===== src/rtl/commutation_scheduler_if.sv =====
// LUT handshake bundle between the commutation scheduler and the shared
// sine/duty lookup table.
//   master (scheduler): drives lut_req/lut_addr, receives lut_ack/lut_data
//   slave  (LUT)      : the mirror image
// lut_data is valid in the same cycle lut_ack is high.
interface commutation_scheduler_if #(
  parameter int DUTY_W = 10
);
  logic              lut_req;
  logic [10:0]       lut_addr;
  logic              lut_ack;
  logic [DUTY_W-1:0] lut_data;

  modport master (output lut_req, lut_addr, input lut_ack, lut_data);
  modport slave  (input lut_req, lut_addr, output lut_ack, lut_data);
endinterface


===== src/rtl/commutation_scheduler.sv =====
// Commutation scheduler: on every sample tick, captures encoder_count +
// lead_counts, reduces it modulo one electrical period by repeated
// subtraction, then looks up the duty for phases A/B/C (offset 0, 1/3, 2/3
// period) through one shared LUT and publishes all three at once.
// Ports:
//   clk, reset          clock, synchronous active-low reset
//   enable              runs the sample divider; low also clears overrun
//   encoder_count[13]   raw encoder position
//   lead_counts[11]     phase advance in counts
//   lut                 LUT request/ack bus (master side)
//   duty_a/b/c          registered phase duties
//   duty_valid          one-cycle pulse when the duties update
//   busy                FSM not idle
//   overrun             sticky: a tick was dropped because we were busy
module commutation_scheduler #(
  parameter int COUNTS_PER_ELEC = 1170,
  parameter int PHASE_OFFSET    = 390,
  parameter int SAMPLE_DIV      = 1000,
  parameter int DUTY_W          = 10
) (
  input  logic                     clk,
  input  logic                     reset,
  input  logic                     enable,
  input  logic [12:0]              encoder_count,
  input  logic [10:0]              lead_counts,
  commutation_scheduler_if.master  lut,
  output logic [DUTY_W-1:0]        duty_a,
  output logic [DUTY_W-1:0]        duty_b,
  output logic [DUTY_W-1:0]        duty_c,
  output logic                     duty_valid,
  output logic                     busy,
  output logic                     overrun
);
  localparam int CW = $clog2(SAMPLE_DIV);
  localparam logic [CW-1:0] CNT_LAST = CW'(SAMPLE_DIV - 1);
  localparam logic [13:0]   CPE14    = 14'(COUNTS_PER_ELEC);
  localparam logic [11:0]   CPE12    = 12'(COUNTS_PER_ELEC);

  typedef enum logic [2:0] {IDLE, CAPTURE, REDUCE, ISSUE, WAIT, UPDATE} state_t;

  state_t            state_q, state_d;
  logic [CW-1:0]     cnt_q, cnt_d;
  logic [13:0]       acc_q, acc_d;
  logic [10:0]       angle_q, angle_d;
  logic [1:0]        phase_q, phase_d;
  logic              req_q, req_d;
  logic [10:0]       addr_q, addr_d;
  logic [DUTY_W-1:0] sha_q, sha_d, shb_q, shb_d;
  logic [DUTY_W-1:0] da_q, da_d, db_q, db_d, dc_q, dc_d;
  logic              dv_q, dv_d;
  logic              ovr_q, ovr_d;
  logic              tick;
  logic [11:0]       addr_raw;

  assign tick     = enable && (cnt_q == CNT_LAST);
  // angle < period and phase*offset <= 2/3 period, so one conditional
  // subtraction is enough to bring the address back into range
  assign addr_raw = {1'b0, angle_q} + 12'(int'(phase_q) * PHASE_OFFSET);

  always_comb begin
    state_d = state_q;
    cnt_d   = enable ? ((cnt_q == CNT_LAST) ? '0 : cnt_q + 1'b1) : '0;
    acc_d   = acc_q;
    angle_d = angle_q;
    phase_d = phase_q;
    req_d   = req_q;
    addr_d  = addr_q;
    sha_d   = sha_q;
    shb_d   = shb_q;
    da_d    = da_q;
    db_d    = db_q;
    dc_d    = dc_q;
    dv_d    = 1'b0;
    // a tick in any non-idle state (UPDATE included) is dropped and flagged
    ovr_d   = enable ? (ovr_q | (tick && state_q != IDLE)) : 1'b0;

    case (state_q)
      IDLE:    if (tick) state_d = CAPTURE;
      CAPTURE: begin
        acc_d   = {1'b0, encoder_count} + 14'(lead_counts);
        state_d = REDUCE;
      end
      REDUCE: begin
        if (acc_q >= CPE14) begin
          acc_d = acc_q - CPE14;
        end else begin
          angle_d = acc_q[10:0];
          phase_d = 2'd0;
          state_d = ISSUE;
        end
      end
      ISSUE: begin
        addr_d  = (addr_raw >= CPE12) ? 11'(addr_raw - CPE12) : addr_raw[10:0];
        req_d   = 1'b1;
        state_d = WAIT;
      end
      WAIT: begin
        if (lut.lut_ack) begin
          req_d = 1'b0;
          if (phase_q < 2'd2) begin
            if (phase_q == 2'd0) sha_d = lut.lut_data;
            else                 shb_d = lut.lut_data;
            phase_d = phase_q + 2'd1;
            state_d = ISSUE;
          end else begin
            // phase C data goes straight to its output so the duties and
            // duty_valid become visible together in the UPDATE cycle
            da_d    = sha_q;
            db_d    = shb_q;
            dc_d    = lut.lut_data;
            dv_d    = 1'b1;
            state_d = UPDATE;
          end
        end
      end
      UPDATE:  state_d = IDLE;
      default: state_d = IDLE;
    endcase
  end

  always_ff @(posedge clk) begin
    if (!reset) begin
      state_q <= IDLE;
      cnt_q   <= '0;
      acc_q   <= '0;
      angle_q <= '0;
      phase_q <= '0;
      req_q   <= 1'b0;
      addr_q  <= '0;
      sha_q   <= '0;
      shb_q   <= '0;
      da_q    <= '0;
      db_q    <= '0;
      dc_q    <= '0;
      dv_q    <= 1'b0;
      ovr_q   <= 1'b0;
    end else begin
      state_q <= state_d;
      cnt_q   <= cnt_d;
      acc_q   <= acc_d;
      angle_q <= angle_d;
      phase_q <= phase_d;
      req_q   <= req_d;
      addr_q  <= addr_d;
      sha_q   <= sha_d;
      shb_q   <= shb_d;
      da_q    <= da_d;
      db_q    <= db_d;
      dc_q    <= dc_d;
      dv_q    <= dv_d;
      ovr_q   <= ovr_d;
    end
  end

  assign lut.lut_req  = req_q;
  assign lut.lut_addr = addr_q;
  assign duty_a       = da_q;
  assign duty_b       = db_q;
  assign duty_c       = dc_q;
  assign duty_valid   = dv_q;
  assign busy         = (state_q != IDLE);
  assign overrun      = ovr_q;
endmodule


===== src/flat_wrapper.sv =====
// flat-port wrapper written by rule: the top's interface ports become plain ports
module commutation_scheduler_flat 
#(
  parameter int COUNTS_PER_ELEC = 1170,
  parameter int PHASE_OFFSET    = 390,
  parameter int SAMPLE_DIV      = 1000,
  parameter int DUTY_W          = 10
)
  (clk, reset, enable, encoder_count, lead_counts, duty_a, duty_b, duty_c, duty_valid, busy, overrun, lut_lut_req, lut_lut_addr, lut_lut_ack, lut_lut_data);
  commutation_scheduler_if #(.DUTY_W(DUTY_W)) lut_i ();
  input  logic clk;
  input  logic reset;
  input  logic enable;
  input  logic [12:0] encoder_count;
  input  logic [10:0] lead_counts;
  output logic [DUTY_W-1:0] duty_a;
  output logic [DUTY_W-1:0] duty_b;
  output logic [DUTY_W-1:0] duty_c;
  output logic duty_valid;
  output logic busy;
  output logic overrun;
  output wire logic [$bits(lut_i.lut_req)-1:0] lut_lut_req;
  output wire logic [$bits(lut_i.lut_addr)-1:0] lut_lut_addr;
  input wire logic [$bits(lut_i.lut_ack)-1:0] lut_lut_ack;
  input wire logic [$bits(lut_i.lut_data)-1:0] lut_lut_data;
  assign lut_lut_req = lut_i.lut_req;
  assign lut_lut_addr = lut_i.lut_addr;
  assign lut_i.lut_ack = lut_lut_ack;
  assign lut_i.lut_data = lut_lut_data;
  commutation_scheduler #(.COUNTS_PER_ELEC(COUNTS_PER_ELEC), .PHASE_OFFSET(PHASE_OFFSET), .SAMPLE_DIV(SAMPLE_DIV), .DUTY_W(DUTY_W)) u_core (.clk(clk), .reset(reset), .enable(enable), .encoder_count(encoder_count), .lead_counts(lead_counts), .lut(lut_i), .duty_a(duty_a), .duty_b(duty_b), .duty_c(duty_c), .duty_valid(duty_valid), .busy(busy), .overrun(overrun));
endmodule

===== config.mk =====
export PLATFORM = sky130hd
export DESIGN_NAME = commutation_scheduler_flat
export DESIGN_NICKNAME = d
export VERILOG_FILES = /design/src/rtl/commutation_scheduler_if.sv /design/src/rtl/commutation_scheduler.sv /design/src/flat_wrapper.sv
export SDC_FILE = /design/constraint.sdc
export NUM_CORES = 1
export LEC_CHECK = 0
export BUFFER_PORTS_ARGS = -buffer_cell sky130_fd_sc_hd__buf_2
export CORE_ASPECT_RATIO = 1.4
export CORE_MARGIN = 4
export CORE_UTILIZATION = 50
export CTS_BUF_LIST = sky130_fd_sc_hd__clkbuf_16
export DETAILED_ROUTE_END_ITERATION = 8
export PLACE_DENSITY = 0.72
export SLEW_MARGIN = 15
export SYNTH_ARGS = -nofsm -noshare
export SYNTH_HDL_FRONTEND = slang
export SYNTH_SLANG_ARGS = --single-unit

===== constraint.sdc =====
create_clock -name clk -period 7.9 [get_ports clk]
set_clock_uncertainty 0.15 [all_clocks]
set_input_delay 1.58 -clock clk [delete_from_list [all_inputs] [get_ports clk]]
set_output_delay 1.58 -clock clk [all_outputs]
set_load 0.02 [all_outputs]

* Word level (Yosys, flattened, before mapping)
Cells that the tools add are included.
** Storage, ports and cells
- Register bits :: 104
- Latch bits :: 0
- Memory bits (writable) :: 0
- Memory bits (read-only) :: 0
- Input bits :: 38
- Word-level logic and storage cells :: 74
- Memories :: 0
** Cells by class
- $add $sub $neg :: 6
- Multipliers :: 1
- Divide/modulo/power cells :: 0
- Order comparisons :: 3
- Eq/ne operators :: 10
- Shift operators :: 0
- Multiplexer cells :: 15
- Bitwise operators :: 6
- Reduce and logical (&&, ||, !) cells :: 19
** Operators with widths (number)
- $pmux 14 s2 :: 1
- $pmux 3 s5 :: 1
- $add 13x11->14 :: 1
- $ge 14x11->1 const B :: 1
- $mux 14 :: 1
- $sub 14x11->14 const B :: 1
- $add 11x11->12 :: 1
- $ge 12x11->1 const B :: 1
- $mux 3 :: 4
- $reduce_and 4->1 :: 3
- $mux 11 :: 1
- $sub 11x11->11 const B :: 1
- $add 10x1->10 const B :: 1
- $eq 10x10->1 const B :: 1
- $mul 2x8->10 const B :: 1
- $reduce_and 3->1 :: 3
- $reduce_and 2->1 :: 4
- $eq 3x2->1 const B :: 2
- $mux 2 :: 3
- $ne 2x1->1 const B :: 3
- $reduce_bool 2->1 :: 3
- $not 1->1 :: 5
- $ne 2x2->1 const B :: 2
- $pmux 2 s2 :: 1
- 12 further kinds :: 14

* Logic depth before layout (Yosys ltp)
- Depth in word-level cells :: 4
- Mapped depth :: 11

* Worst setup path before layout
OpenSTA, ideal clock, no wires.
- Kind :: input to register
- Start point :: input encoder_count[0]
- End point :: register u_core.acc_q[6]
- Setup time :: 0.138 ns
- Arrival :: 3.139 ns
- Path slack :: 4.473 ns
- Cell stages on the path :: 10
- Cells stage by stage :: ha_1 inv_1 fa_1 nor2b_1 o21a_1 o21a_1 o21a_1 or4_1 o211ai_1 a211oi_1
** Between the ends
- Cells in the longest elaborated chain, start to end :: 2
** RTL lines
- start, declared :: line flat_wrapper.sv:14 : input logic [12:0] encoder_count;
- $add 13x11->14 :: line commutation_scheduler.sv:80 : acc_d = {1'b0, encoder_count} + 14'(lead_counts);
- $pmux 14 s2 :: line commutation_scheduler.sv:77 : case (state_q)
- end signal, assigned :: line commutation_scheduler.sv:125 : acc_q <= '0;
- end signal, assigned :: line commutation_scheduler.sv:140 : acc_q <= acc_d;
- end, declared :: line commutation_scheduler.sv:43 : logic [13:0] acc_q, acc_d;
No other way between the ends.
A chain may end at the register's enable or synchronous reset.

* Worst setup path in the final report
- Start point :: register u_core.phase_q[1]
- End point :: register u_core.addr_q[9], in the netlist u_core.lut.lut_addr[9]
** Between the ends
- Cells in the longest elaborated chain, start to end :: 4
** RTL lines
- start, declared :: line commutation_scheduler.sv:45 : logic [1:0] phase_q, phase_d;
- start signal, assigned :: line commutation_scheduler.sv:142 : phase_q <= phase_d;
- $mul 2x8->10 (*) :: line commutation_scheduler.sv:58 : assign addr_raw = {1'b0, angle_q} + 12'(int'(phase_q) * PHASE_OFFSET);
- $add 11x11->12 (*) :: line commutation_scheduler.sv:58
- $sub 11x11->11 / $ge 12x11->1 (equally long branches) :: line commutation_scheduler.sv:93 : addr_d = (addr_raw >= CPE12) ? 11'(addr_raw - CPE12) : addr_raw[10:0];
- $mux 11 (*) :: line commutation_scheduler.sv:93
- end signal, assigned :: line commutation_scheduler.sv:144 : addr_q <= addr_d;
- end, declared :: line commutation_scheduler.sv:47 : logic [10:0] addr_q, addr_d;
Every way passes the cells marked *; elsewhere a longest branch is shown, timed or not.

==> results.ini <==
[outcome]
outcome=finished, final reports clean

[floorplanning]
floorplan.initialDensity_pct=51.5
fp.dieH_um=131
coreArea_sq_mm=0.0105
die_area_sq_mm=0.0125
core.rowCount=44
die_x_um=95.7
io_pins=83

[yosys]
synthTopCellsByCount=dfxtp_1, nand2_1, a21oi_1, nor2_1
async_reset_ff_share_pct=0
yosys_most_used_dff=dfxtp_1
synth_top_cell_area_share_pct=38.7
seq_area_frac_synth_pct=38.7
synth_largest_area_cell=dfxtp_1
syn_area_sq_mm=0.00538
synth-edff-count=0
ys_ff_latch=104
syn_inst=656
syn_area_per_cell_sq_um=8.21
yosysWarnings=0
synth_area_leaders=dfxtp_1, nand2_1, a21oi_1, ha_1, nor2_1
synth_nets=722
ys_types=68

[global_routing]
busiest_layer=met2
grt.met2_usage_pct=37.0
grt_max_degree=83
gr-usage-met3_pct=5.15
grt_pass1_vias=4636
met1_usage_pct=26.5
antenna_found_initial=0
grt_pass1_wl_um=21700
groute.usage.overall_pct=21.6
overflow=0

[detailed_routing]
drcViolationCount=0
firstDrtPassIters=5
routed_wl_um=13000
avgViaCountPerCell=5.72
drt_iter0_drc=401
drtAntennaViolNets=0
vias=4917
post_drt_wl_per_cell_um=15.1

[setup_path]
crit_required_ps=8010
worstSetupPathType=register to register
start_kind=register
crit_path_end_kind=register
cp.arrival_ps=3820
path_max_fanout=14

[worst_hold_path]
min_path_type=register to register

[clock_network]
htree_levels=3
cts_tree=built
clock-sinks=104
path_clk_slew_ps=70
clock_path_buffers=2
cts-root-buf=clkbuf_16
postCtsHoldBufs=0
numCtsBuffers=9
cts.repair.resized=0
postCtsSetupRepairBufs=0
worst_skew_pair.late_latency_ps=350

[sta]
max_freq_ghz=0.270
hold_ws_ps=296
layout_min_cycle_time_ps=3710
setup-tns-final_ps=0
max-slew-margin-rel_pct=28.8
hold_viol=0
finalCritPeriodShare_pct=46.9
finalWorstSetupSlack_ps=4190
rsz0062_at_grt=false
setup_violations=0
worstMarginPinSlew_ps=1070
drv_slew=0

[cells_and_area]
antenna_cells=0
fin_cells=859
num-nets-final=782
synthToLayoutAreaGrowth_pct=14.2
fill_cells=972
drive_above_1_share_pct=16.0

[pwr]
peakVddDrop_uv=123
powerDensity_mw_per_mm2=169
power.leakage_nw=2.57

[run]
maxCapViolations=0

[placed_design]
pre_cts_slack_ps=4130
hpwlAfterDp_um=9260
place_congestion=0.882
numPortBuffers=82
dp_cells=843

cells by family (layout without fill, tap and decap cells):
logic type      after synthesis  after routing  synth area share (%)
simple gates                264            264                  22.5
mux                          22             22                  4.09
xor+xnor                     24             24                  4.18
fa+ha+maj                    28             28                  6.79
buf+inv                      53            118                  3.88
compound gates              161            161                  19.8
flops                       104            104                  38.7
path summary, 6_finish.rpt:
| check | endpoint | slack (ps) | start | depth (start not counted) |
|---|---|---|---|---|
| setup reg to reg | u_core.lut.lut_addr[9] | 4190 | u_core.phase_q[1] | 10 |
| hold reg to reg | u_core.cnt_q[0] | 300 | u_core.cnt_q[0] | 1 |
| hold / removal | u_core.cnt_q[0] | 300 | u_core.cnt_q[0] | 1 |
| setup / recovery | u_core.lut.lut_addr[9] | 4190 | u_core.phase_q[1] | 10 |
through the flow:
| stage | utilization [%] | power [mW] | cell area [sq um] |
|---|---|---|---|
| after floorplan | - | 0.583 | 5380 |
| after global placement | 55.8 | 0.604 | 5840 |
| after detailed placement | 55.8 | 0.605 | 5840 |
| after CTS | 58.7 | 1.05 | 6140 |
| after global routing | 58.8 | 1.07 | 6150 |
| final | 58.8 | 1.04 | 6150 |
flip-flops by register name (all words and copies together) (netlist names):
signal / flops
u_core.acc_q: 14
u_core.angle_q: 11
u_core.lut.lut_addr: 11
u_core.cnt_q: 10
u_core.duty_a: 10
u_core.duty_b: 10
u_core.duty_c: 10
u_core.sha_q: 10
u_core.shb_q: 10
u_core.state_q: 3
u_core.phase_q: 2
u_core.duty_valid: 1
u_core.lut.lut_req: 1
u_core.overrun: 1
power by group:
| part | leakage, nW | switching [mW] | total, mW | internal [mW] |
|---|---|---|---|---|
| Sequential | 0.837 | 0.000292 | 0.525 | 0.524 |
| Combinational | 1.59 | 0.0401 | 0.0691 | 0.0290 |
| Clock | 0.149 | 0.198 | 0.445 | 0.246 |
| Total | 2.57 | 0.239 | 1.04 | 0.800 |
cell type report:
cell class                      count  area [sq um]  area share (%)
Clock buffer                        9           225            3.66
Clock inverter                      7          71.3            1.16
Inverter                           19          71.3            1.16
Multi-Input combinational cell    499          3110            50.5
Sequential cell                   104          2080            33.9
Tap cell                          138           173            2.81
Timing Repair Buffer               83           418            6.80
layout by cell type (no fill, tap or decap), types with 7 or more instances in the layout:
cell	n
a31oi_1	7
dfxtp_1	104
clkbuf_16	9
nand2_1	104
a21oi_1	70
nand4_1	8
buf_2	82
or3_1	8
nor2_1	60
nand3_1	30
ha_1	26
o21ai_0	17
xnor2_1	16
a211oi_1	7
mux2i_1	22
inv_1	20
and3_1	7
nor3_1	13
layer usage:
layer,routed length (um),up-vias
met2,6510,131
met1,5540,2311
met3,719,17
met5,0,-
li1,-,2458
met4,216,0
critical path, cell delays in order (launching register included):
cell,delay [ps]
dfxtp_1,420
inv_1,190
ha_1,400
fa_1,480
xor2_1,180
nor3_1,280
nor3_1,140
o31a_2,410
o32ai_4,570
o21ai_1,170
a311oi_2,250
Power figures use the tool's default switching activity.
